**config.mk**
```make
export PLATFORM = sky130hd
export DESIGN_NAME = branch_predict_bht
export DESIGN_NICKNAME = d
export VERILOG_FILES = /design/src/rtl/branch_predict_bht_pkg.sv /design/src/rtl/branch_predict_bht_counter_array.sv /design/src/rtl/branch_predict_bht.sv
export SDC_FILE = /design/constraint.sdc
export NUM_CORES = 1
export LEC_CHECK = 0
export CORE_UTILIZATION = 50
export DETAILED_ROUTE_END_ITERATION = 10
export GPL_TIMING_DRIVEN = 0
export PLACE_DENSITY = 0.77
export SLEW_MARGIN = 10
export SYNTH_ARGS = -nofsm -noshare
export SYNTH_HDL_FRONTEND = slang
export SYNTH_SLANG_ARGS = --single-unit
```
**constraint.sdc**
```tcl
create_clock -name clk -period 6.9 [get_ports clk]
set_input_delay 1.035 -clock clk [delete_from_list [all_inputs] [get_ports clk]]
set_output_delay 1.035 -clock clk [all_outputs]
set_load 0.005 [all_outputs]
```
**src/rtl/branch_predict_bht_pkg.sv**
```systemverilog
// Shared encodings for branch resolution and the 2-bit direction counters.
// Also holds the ALU compare codes and the saturating counter step.
package branch_predict_bht_pkg;

  localparam logic [1:0] BR_NONE  = 2'b00;
  localparam logic [1:0] BR_TAKEN = 2'b01;
  localparam logic [1:0] BR_JUMP  = 2'b10;

  typedef enum logic [1:0] {
    CNT_SNT = 2'b00,
    CNT_WNT = 2'b01,
    CNT_WT  = 2'b10,
    CNT_ST  = 2'b11
  } bht_cnt_e;

  localparam logic [1:0] CNT_RESET = CNT_WNT;

  localparam logic [2:0] ALU_CMP_EQ  = 3'd0;
  localparam logic [2:0] ALU_CMP_NE  = 3'd1;
  localparam logic [2:0] ALU_CMP_LT  = 3'd4;
  localparam logic [2:0] ALU_CMP_GE  = 3'd5;
  localparam logic [2:0] ALU_CMP_LTU = 3'd6;
  localparam logic [2:0] ALU_CMP_GEU = 3'd7;

  function automatic logic [1:0] sat_update(input logic [1:0] cnt, input logic taken);
    logic [1:0] nxt;
    nxt = cnt;
    if (taken && cnt != CNT_ST) nxt = cnt + 2'd1;
    else if (!taken && cnt != CNT_SNT) nxt = cnt - 2'd1;
    return nxt;
  endfunction

endpackage

```
**src/rtl/branch_predict_bht_counter_array.sv**
```systemverilog
// Direct-mapped table of 2-bit counters: async read, one saturating update per clock.
// A write is seen by the read port only from the next cycle; no write-to-read bypass.
module bht_counter_array
  import branch_predict_bht_pkg::*;
#(
  parameter int ENTRIES = 64,
  parameter int IDX_W   = $clog2(ENTRIES)
) (
  input  logic             clk,
  input  logic             rst,
  input  logic [IDX_W-1:0] rd_idx_i,
  output logic [1:0]       rd_cnt_o,
  input  logic             upd_i,
  input  logic [IDX_W-1:0] upd_idx_i,
  input  logic             upd_taken_i
);

  logic [1:0] cnt_q [ENTRIES];
  logic [1:0] upd_cnt_d;

  assign rd_cnt_o  = cnt_q[rd_idx_i];
  assign upd_cnt_d = sat_update(cnt_q[upd_idx_i], upd_taken_i);

  always_ff @(posedge clk or posedge rst) begin
    if (rst) begin
      for (int i = 0; i < ENTRIES; i++) cnt_q[i] <= CNT_RESET;
    end else if (upd_i) begin
      cnt_q[upd_idx_i] <= upd_cnt_d;
    end
  end

endmodule

```
**src/rtl/branch_predict_bht.sv**
```systemverilog
// EX branch resolution plus BHT direction prediction for IF; branch/prediction are combinational,
// flush/redirect are registered one cycle after EX; ex_stall blocks training, flush and counting.
module branch_predict_bht
  import branch_predict_bht_pkg::*;
#(
  parameter int XLEN        = 32,
  parameter int BHT_ENTRIES = 64,
  parameter int CNT_W       = 32
) (
  input  logic             clk,
  input  logic             rst,
  input  logic [XLEN-1:0]  if_pc,
  output logic             if_pred_taken,
  input  logic             ex_valid,
  input  logic             ex_stall,
  input  logic             ex_is_branch,
  input  logic [XLEN-1:0]  ex_pc,
  input  logic [XLEN-1:0]  alu_result,
  input  logic [2:0]       cmp_opcode,
  input  logic             pc_jump,
  input  logic             ex_pred_taken,
  output logic [1:0]       branch,
  output logic             flush,
  output logic             redirect_taken,
  output logic [CNT_W-1:0] branch_count,
  output logic [CNT_W-1:0] mispredict_count
);

  localparam int IDX_W = $clog2(BHT_ENTRIES);

  logic             taken;
  logic             upd;
  logic             mispredict;
  logic [1:0]       lookup_cnt;
  logic             flush_q;
  logic             redirect_q;
  logic [CNT_W-1:0] branch_count_q;
  logic [CNT_W-1:0] mispredict_count_q;
  logic             unused_pc_bits;

  always_comb begin
    taken = 1'b0;
    case (cmp_opcode)
      ALU_CMP_EQ:               taken = (alu_result == '0);
      ALU_CMP_NE:               taken = (alu_result != '0);
      ALU_CMP_LT, ALU_CMP_LTU:  taken = alu_result[0];
      ALU_CMP_GE, ALU_CMP_GEU:  taken = ~alu_result[0];
      default:                  taken = 1'b0;
    endcase
  end

  always_comb begin
    branch = BR_NONE;
    if (ex_valid) begin
      if (pc_jump) branch = BR_JUMP;
      else if (ex_is_branch && taken) branch = BR_TAKEN;
    end
  end

  // Jumps are resolved through 'branch' and never train the table.
  assign upd        = ex_valid & ~ex_stall & ex_is_branch & ~pc_jump;
  assign mispredict = upd & (taken != ex_pred_taken);

  bht_counter_array #(
    .ENTRIES (BHT_ENTRIES),
    .IDX_W   (IDX_W)
  ) u_bht (
    .clk         (clk),
    .rst         (rst),
    .rd_idx_i    (if_pc[IDX_W+1:2]),
    .rd_cnt_o    (lookup_cnt),
    .upd_i       (upd),
    .upd_idx_i   (ex_pc[IDX_W+1:2]),
    .upd_taken_i (taken)
  );

  assign if_pred_taken = lookup_cnt[1];

  always_ff @(posedge clk or posedge rst) begin
    if (rst) begin
      flush_q            <= 1'b0;
      redirect_q         <= 1'b0;
      branch_count_q     <= '0;
      mispredict_count_q <= '0;
    end else begin
      flush_q <= mispredict;
      if (mispredict) redirect_q <= taken;
      if (upd && branch_count_q != {CNT_W{1'b1}})
        branch_count_q <= branch_count_q + 1'b1;
      if (mispredict && mispredict_count_q != {CNT_W{1'b1}})
        mispredict_count_q <= mispredict_count_q + 1'b1;
    end
  end

  assign flush            = flush_q;
  assign redirect_taken   = redirect_q;
  assign branch_count     = branch_count_q;
  assign mispredict_count = mispredict_count_q;

  assign unused_pc_bits = ^{if_pc[XLEN-1:IDX_W+2], if_pc[1:0], ex_pc[XLEN-1:IDX_W+2], ex_pc[1:0]};

endmodule

```
==> results_dict.tcl, run 1 <==
set metrics [dict create \
    status "finished clean" \
    io_buffers 117 \
    synth_seq_cells 194 \
    place_inst 1370 \
    post_cts_buffers 0 \
    ctsResizeCount 0 \
    crit_arrival_ns 4.53 \
    cts_tree "built" \
    clock-sinks 194 \
    whs_endpoint "u_bht.cnt_q[14]$_DFFE_PP1P_" \
    cts_hold_buf 0 \
    dieArea_mm2 0.02061 \
    cts.reportedPaths.clkPinSlew_ns 0.07 \
    cts_buffers 17 \
    core_mm2 0.01953 \
    overflow 0 \
    drt_pass1_iterations 5 \
    antenna_found_initial 0 \
    synthTopCellsByArea "dfrtp_1 32%, dfstp_2 17%, nand2_1 8.8%, o21ai_0 6.1%, mux4_2 5.8%" \
    die_h_um 143.6 \
    wl_per_cell_um 19.15 \
    max_cap_violations 0 \
    dr.first_iter.drc_count 696 \
    die_w_um 143.6 \
    ioPinCount 175 \
    yosysWarnings 0 \
    worstHoldPathCells 2 \
    gp_congestion 0.9424 \
    cp_data_required_time_ns 5.86 \
    area_growth_pct 21.72 \
    ant_nets 0 \
    syn_inst 984 \
    root_buffer "clkbuf_16" \
    syn-num-nets 1094 \
    p_int_w 0.001854 \
    drive_above_1_share 0.1566 \
    fmax_mhz 179.6 \
    worst_slew_pin_slew_ns 1.182 \
    syn_area_per_cell_um2 10.18 \
    start_util 0.5131 \
    nNetsFinal 1234 \
    htree_levels 4 \
    viasPerCell 5.792 \
    switching_share 0.2713 \
    final_core_util 0.6246 \
    grt_pass1_wl_um 43010 \
    grt_max_degree 109 \
    clockBufferDepth 2 \
    yosys.area.top_type "dfrtp_1" \
    slew_headroom 0.2060 \
    power.switching_w 0.0006903 \
    p_leak_nw 5.011 \
    worstHoldStart "u_bht.cnt_q[14]$_DFFE_PP1P_" \
    grt_pass1_vias 7933 \
    drc 0 \
    rsz0062_at_grt "false" \
    fillers 1608 \
    end_kind "primary output" \
    track_usage 0.2790 \
    reg2reg_depth 13 \
    worstSkewPairLatency_ns 0.44 \
    wl_um 26850 \
    skew_ns 0.01387 \
    hold_violations 0 \
    synth_edf_count 0 \
    seq_area_frac_synth 0.4925 \
    async_flop_share 1.000 \
    n_antenna_cell 0 \
    vias 8121 \
    synth_area_mm2 0.01002 \
    p_comb_frac 0.126 \
    finalMaxSlewViolations 0 \
    peakVddDrop_mv 0.1920 \
    synth_cell_type_count 65 \
    fin_crit_sh 0.8069 \
    p_total_w 0.002544 \
    hold_path.class "flip-flop to flip-flop" \
    reg2reg_to "u_bht.cnt_q[56]$_DFFE_PP1P_" \
    r2r-start "u_bht.cnt_q[40]$_DFFE_PP1P_" \
    r2r_slack_ns 2.74 \
    setup_viol 0 \
    crit_fanout 10 \
    seq_power_share 0.483 \
    clockPowerShare 0.391 \
    p_per_area_mw_per_mm2 208.6 \
    crit_type "input pin to primary output" \
    startpoint_type "input pin" \
    min_period_ns 5.567 \
    fin_cells 1402 \
    rows 51 \
    dp_hpwl_um 18990 \
    synth_ff_type "dfrtp_1" \
    synth_top_area_share 0.3247 \
]
## cell usage in the layout (no fill, tap or decap), types with 6 or more instances in the layout
master,n
a21oi_1,12
and3_1,10
and4_1,7
buf_4,6
buf_6,11
clkbuf_1,21
clkbuf_16,17
clkdlybuf4s50_1,117
dfrtp_1,130
dfstp_2,64
inv_1,19
mux2_2,11
mux2i_1,16
mux4_1,10
mux4_2,26
nand2_1,235
nand3_1,28
nand4_1,15
nor2_1,38
nor3_1,24
nor4_1,12
o21ai_0,122
o21ai_2,10
xnor2_1,30
xor2_1,35
## routing by layer
metal,up-vias,share of wire,global-route usage
met4,0,0.030,0.1142
met2,405,0.46,0.4343
li1,3767,-,-
met1,3884,0.42,0.3705
met3,65,0.095,0.07464
met5,-,0,0
## worst max-delay path, cell delays in order
cell             delay, ns
clkbuf_1              0.50
buf_1                 0.90
mux4_2                0.63
mux4_2                0.53
mux4_2                0.47
clkdlybuf4s50_1       0.45
## per-stage QoR
step	hold slack (ns)	setup TNS (ns)	cell area [um2]	worst slack [ns]
floorplan	0.4548	0	10020	0.6870
global placement	0.4611	-231.23	11520	-1.787
detailed placement	0.4710	0	11600	1.093
CTS	0.4816	0	12190	1.383
global route	0.4984	0	12200	1.186
finish	0.4777	0	12200	1.333
## sequential cells by signal, indices dropped and copies added, names as in the netlist
name,cells
branch_count,32
mispredict_count,32
u_bht.cnt_q,128
redirect_taken,1
flush,1
## power groups by stage
stage	Sequential, W	Combinational [W]	Clock, W
final	0.00123	0.000320	0.000994
after global routing	0.00124	0.000346	0.00105
after CTS	0.00123	0.000320	0.00101
after detailed placement	0.00125	0.000319	0
after global placement	0.00125	0.000308	0
after floorplan	0.00124	0.000168	0
## final cells by class
class	instances	area, um2	area share
flip-flops and latches	194	4935	0.4046
multi-input cells	725	4748	0.3894
repair buffers	121	1225	0.1004
clock buffers	19	442.9	0.03632
well taps	265	331.6	0.02719
plain buffers	45	287.8	0.02360
clock inverters	13	142.6	0.01170
inverters	20	82.58	0.006771
## worst max path at each step
stage,startpoint,end,depth (start not counted)
2_1_floorplan,rst,branch_count[0]$_DFFE_PP0P_,1
3_3_place_gp,rst,u_bht.cnt_q[75]$_DFFE_PP0P_,2
3_5_place_dp,ex_pc[4],u_bht.cnt_q[62]$_DFFE_PP1P_,14
4_1_cts,if_pc[2],if_pred_taken,6
5_1_grt,ex_pc[4],u_bht.cnt_q[56]$_DFFE_PP1P_,14
6_report,if_pc[2],if_pred_taken,6
## cells in the mapped netlist, types with 4 or more instances
| library cell | n |
|---|---|
| buf_6 | 10 |
| buf_4 | 4 |
| clkbuf_1 | 20 |
| buf_2 | 4 |
| o21ai_2 | 10 |
| nand3_1 | 28 |
| nor3_1 | 26 |
| dfstp_2 | 64 |
| xor2_1 | 35 |
| nand3b_1 | 5 |
| and4_1 | 7 |
| and3b_1 | 4 |
| nor4_1 | 12 |
| nand4_1 | 15 |
| and3_1 | 10 |
| a221oi_1 | 4 |
| inv_1 | 20 |
| mux2i_1 | 16 |
| nor2_1 | 38 |
| buf_1 | 4 |
| mux4_2 | 26 |
| ha_1 | 4 |
| or3_1 | 5 |
| a21oi_1 | 12 |
| xnor2_1 | 30 |
| nand2_1 | 235 |
| dfrtp_1 | 130 |
| a211oi_1 | 5 |
| nor3b_1 | 5 |
| mux4_1 | 10 |
| a31oi_1 | 4 |
| mux2_2 | 11 |
| o21ai_0 | 122 |
## logic make-up after synthesis
family,share of synthesized area
xor gates and xnor gates,0.05682
AOI/OAI and AO/OA,0.1080
muxes,0.1130
and+or+nand+nor,0.1884
buffers and inverters,0.03621
adders and majority gates,0.004995
DFF,0.4925
Power figures use the tool's default switching activity.
==> run 2, diff against run 1 <==
CORE_UTILIZATION = 48   (was 50)
PLACE_DENSITY = 0.78   (was 0.77)
clock period = 4.8 ns   (was 6.9 ns; I/O delays follow)
==> results_dict.tcl, run 2 (synthesis gave the netlist of run 1 again) <==
set metrics [dict create \
    p_total_w 0.003700 \
    p_per_area_mw_per_mm2 299.9 \
    htree_levels 4 \
    setup_tns_ns 0 \
    post-place-ws_ns -0.7202 \
    clock-sinks 194 \
    worstHoldPathCells 2 \
    cts_buffers 17 \
    slew_headroom 0.1356 \
    io_buffers 117 \
    cp_data_required_time_ns 5.11 \
    vias 8278 \
    cts.reportedPaths.clkPinSlew_ns 0.07 \
    ioPinCount 175 \
    die_h_um 146.5 \
    overflow 0 \
    worst_slew_pin_slew_ns 1.292 \
    grt_max_degree 40 \
    dp_hpwl_um 19730 \
    post_cts_buffers 0 \
    whs_endpoint "u_bht.cnt_q[122]$_DFFE_PP1P_" \
    gp_congestion 0.9161 \
    root_buffer "clkbuf_16" \
    worst_slack_ns 0.08867 \
    clockBufferDepth 2 \
    fin_crit_sh 0.9815 \
    finalMaxSlewViolations 0 \
    largest-register "u_bht.cnt_q" \
    fmax_mhz 212.3 \
    skew_ns 0.01647 \
    viasPerCell 5.867 \
    final_area_mm2 0.01234 \
    status "finished clean" \
    cts_hold_buf 0 \
    core_mm2 0.02036 \
    track_usage 0.2689 \
    reg2reg_depth 13 \
    crit_fanout 10 \
    layout_common_cells "235 x nand2_1, 130 x dfrtp_1, 122 x o21ai_0" \
    antenna_found_initial 0 \
    nNetsFinal 1238 \
    wl_per_cell_um 19.56 \
    reg2reg_to "u_bht.cnt_q[83]$_DFFE_PP0P_" \
    layout_commonest_cell "nand2_1" \
    grt_pass1_vias 8222 \
    crit_arrival_ns 5.02 \
    start_util 0.4920 \
    n_antenna_cell 0 \
    dieArea_mm2 0.02146 \
    hold_path.class "flip-flop to flip-flop" \
    drive_above_1_share 0.1674 \
    place_area_mm2 0.01169 \
    hold_violations 0 \
    end_kind "flip-flop" \
    worstSkewPairLatency_ns 0.45 \
    min_period_ns 4.711 \
    setup_viol 0 \
    cts_tree "built" \
    r2r_slack_ns 0.94 \
    die_w_um 146.5 \
    seq_area_mm2 0.004935 \
    peakVddDrop_mv 0.2275 \
    crit_type "input pin to flip-flop" \
    multi_input_area_mm2 0.004772 \
    grt_pass1_wl_um 44370 \
    startpoint_type "input pin" \
    p_leak_nw 5.077 \
    ant_nets 0 \
    drc 0 \
    max_cap_violations 0 \
    largest_reg_flops 128 \
    r2r-start "u_bht.cnt_q[40]$_DFFE_PP1P_" \
    fillers 1615 \
    worstHoldStart "u_bht.cnt_q[122]$_DFFE_PP1P_" \
    dr.first_iter.drc_count 653 \
    drt_pass1_iterations 6 \
    area_growth_pct 23.14 \
    rows 52 \
    wl_um 27600 \
]
run 2: per-layer routing:
| metal | vias to the layer above | routed length, um | track usage | share of wire |
|---|---|---|---|---|
| met5 | - | 0 | 0 | 0 |
| met4 | 0 | 991 | 0.1047 | 0.036 |
| met3 | 91 | 2842 | 0.08000 | 0.10 |
| met2 | 445 | 12590 | 0.4226 | 0.46 |
| met1 | 3954 | 11180 | 0.3506 | 0.40 |
| li1 | 3788 | - | - | - |
run 2: power by group:
part	leakage, nW	total, W	switching [W]	internal [W]
combinational	2.36	0.000474	0.000256	0.000218
sequential	2.42	0.00177	0.0000644	0.00171
clock	0.297	0.00146	0.000695	0.000761
run 2: how the worst max path moves through the flow:
stage,endpoint,depth (start not counted),from,slack [ns]
2_1_floorplan,if_pred_taken,5,if_pc[2],0.95
3_3_place_gp,u_bht.cnt_q[44]$_DFFE_PP1P_,14,ex_pc[4],-0.58
3_5_place_dp,u_bht.cnt_q[70]$_DFFE_PP1P_,14,ex_pc[4],-0.72
4_1_cts,if_pred_taken,6,if_pc[2],0.02
5_1_grt,u_bht.cnt_q[22]$_DFFE_PP1P_,16,ex_pc[2],-0.0009
6_report,u_bht.cnt_q[83]$_DFFE_PP0P_,16,ex_pc[4],0.09
run 2: per-stage QoR:
| step | std cells | utilization | hold slack (ns) |
|---|---|---|---|
| floorplan | 984 | - | 0.4548 |
| global placement | 1371 | 0.5663 | 0.4623 |
| detailed placement | 1379 | 0.5741 | 0.4705 |
| CTS | 1411 | 0.6042 | 0.4809 |
| global route | 1411 | 0.6059 | 0.4977 |
| finish | 1411 | 0.6059 | 0.4787 |
run 2: timing repair:
item,4_1_cts,5_1_grt
setup endpoints to repair,60,95
pin swaps,0,1
resized for setup,2,13
run 2: worst max-delay path: stages:
cell	delay [ns]
clkdlybuf4s50_1	0.52
buf_4	0.26
buf_6	0.19
clkbuf_1	0.53
mux4_1	0.40
nand2_1	0.09
a21oi_1	0.06
a211oi_1	0.42
and3_2	0.27
inv_1	0.05
ha_1	0.18
o31ai_1	0.09
a32oi_1	0.14
a311oi_4	0.73
buf_6	0.24
o21ai_0	0.11
run 2: cell type report:
cell class	instances	area share
clock inverter	13	0.01308
sequential	194	0.4000
multi-input combinational	725	0.3868
inverter	20	0.006389
tap	270	0.02738
timing repair buffer	125	0.1065
clock buffer	19	0.03590
buffer	45	0.02403
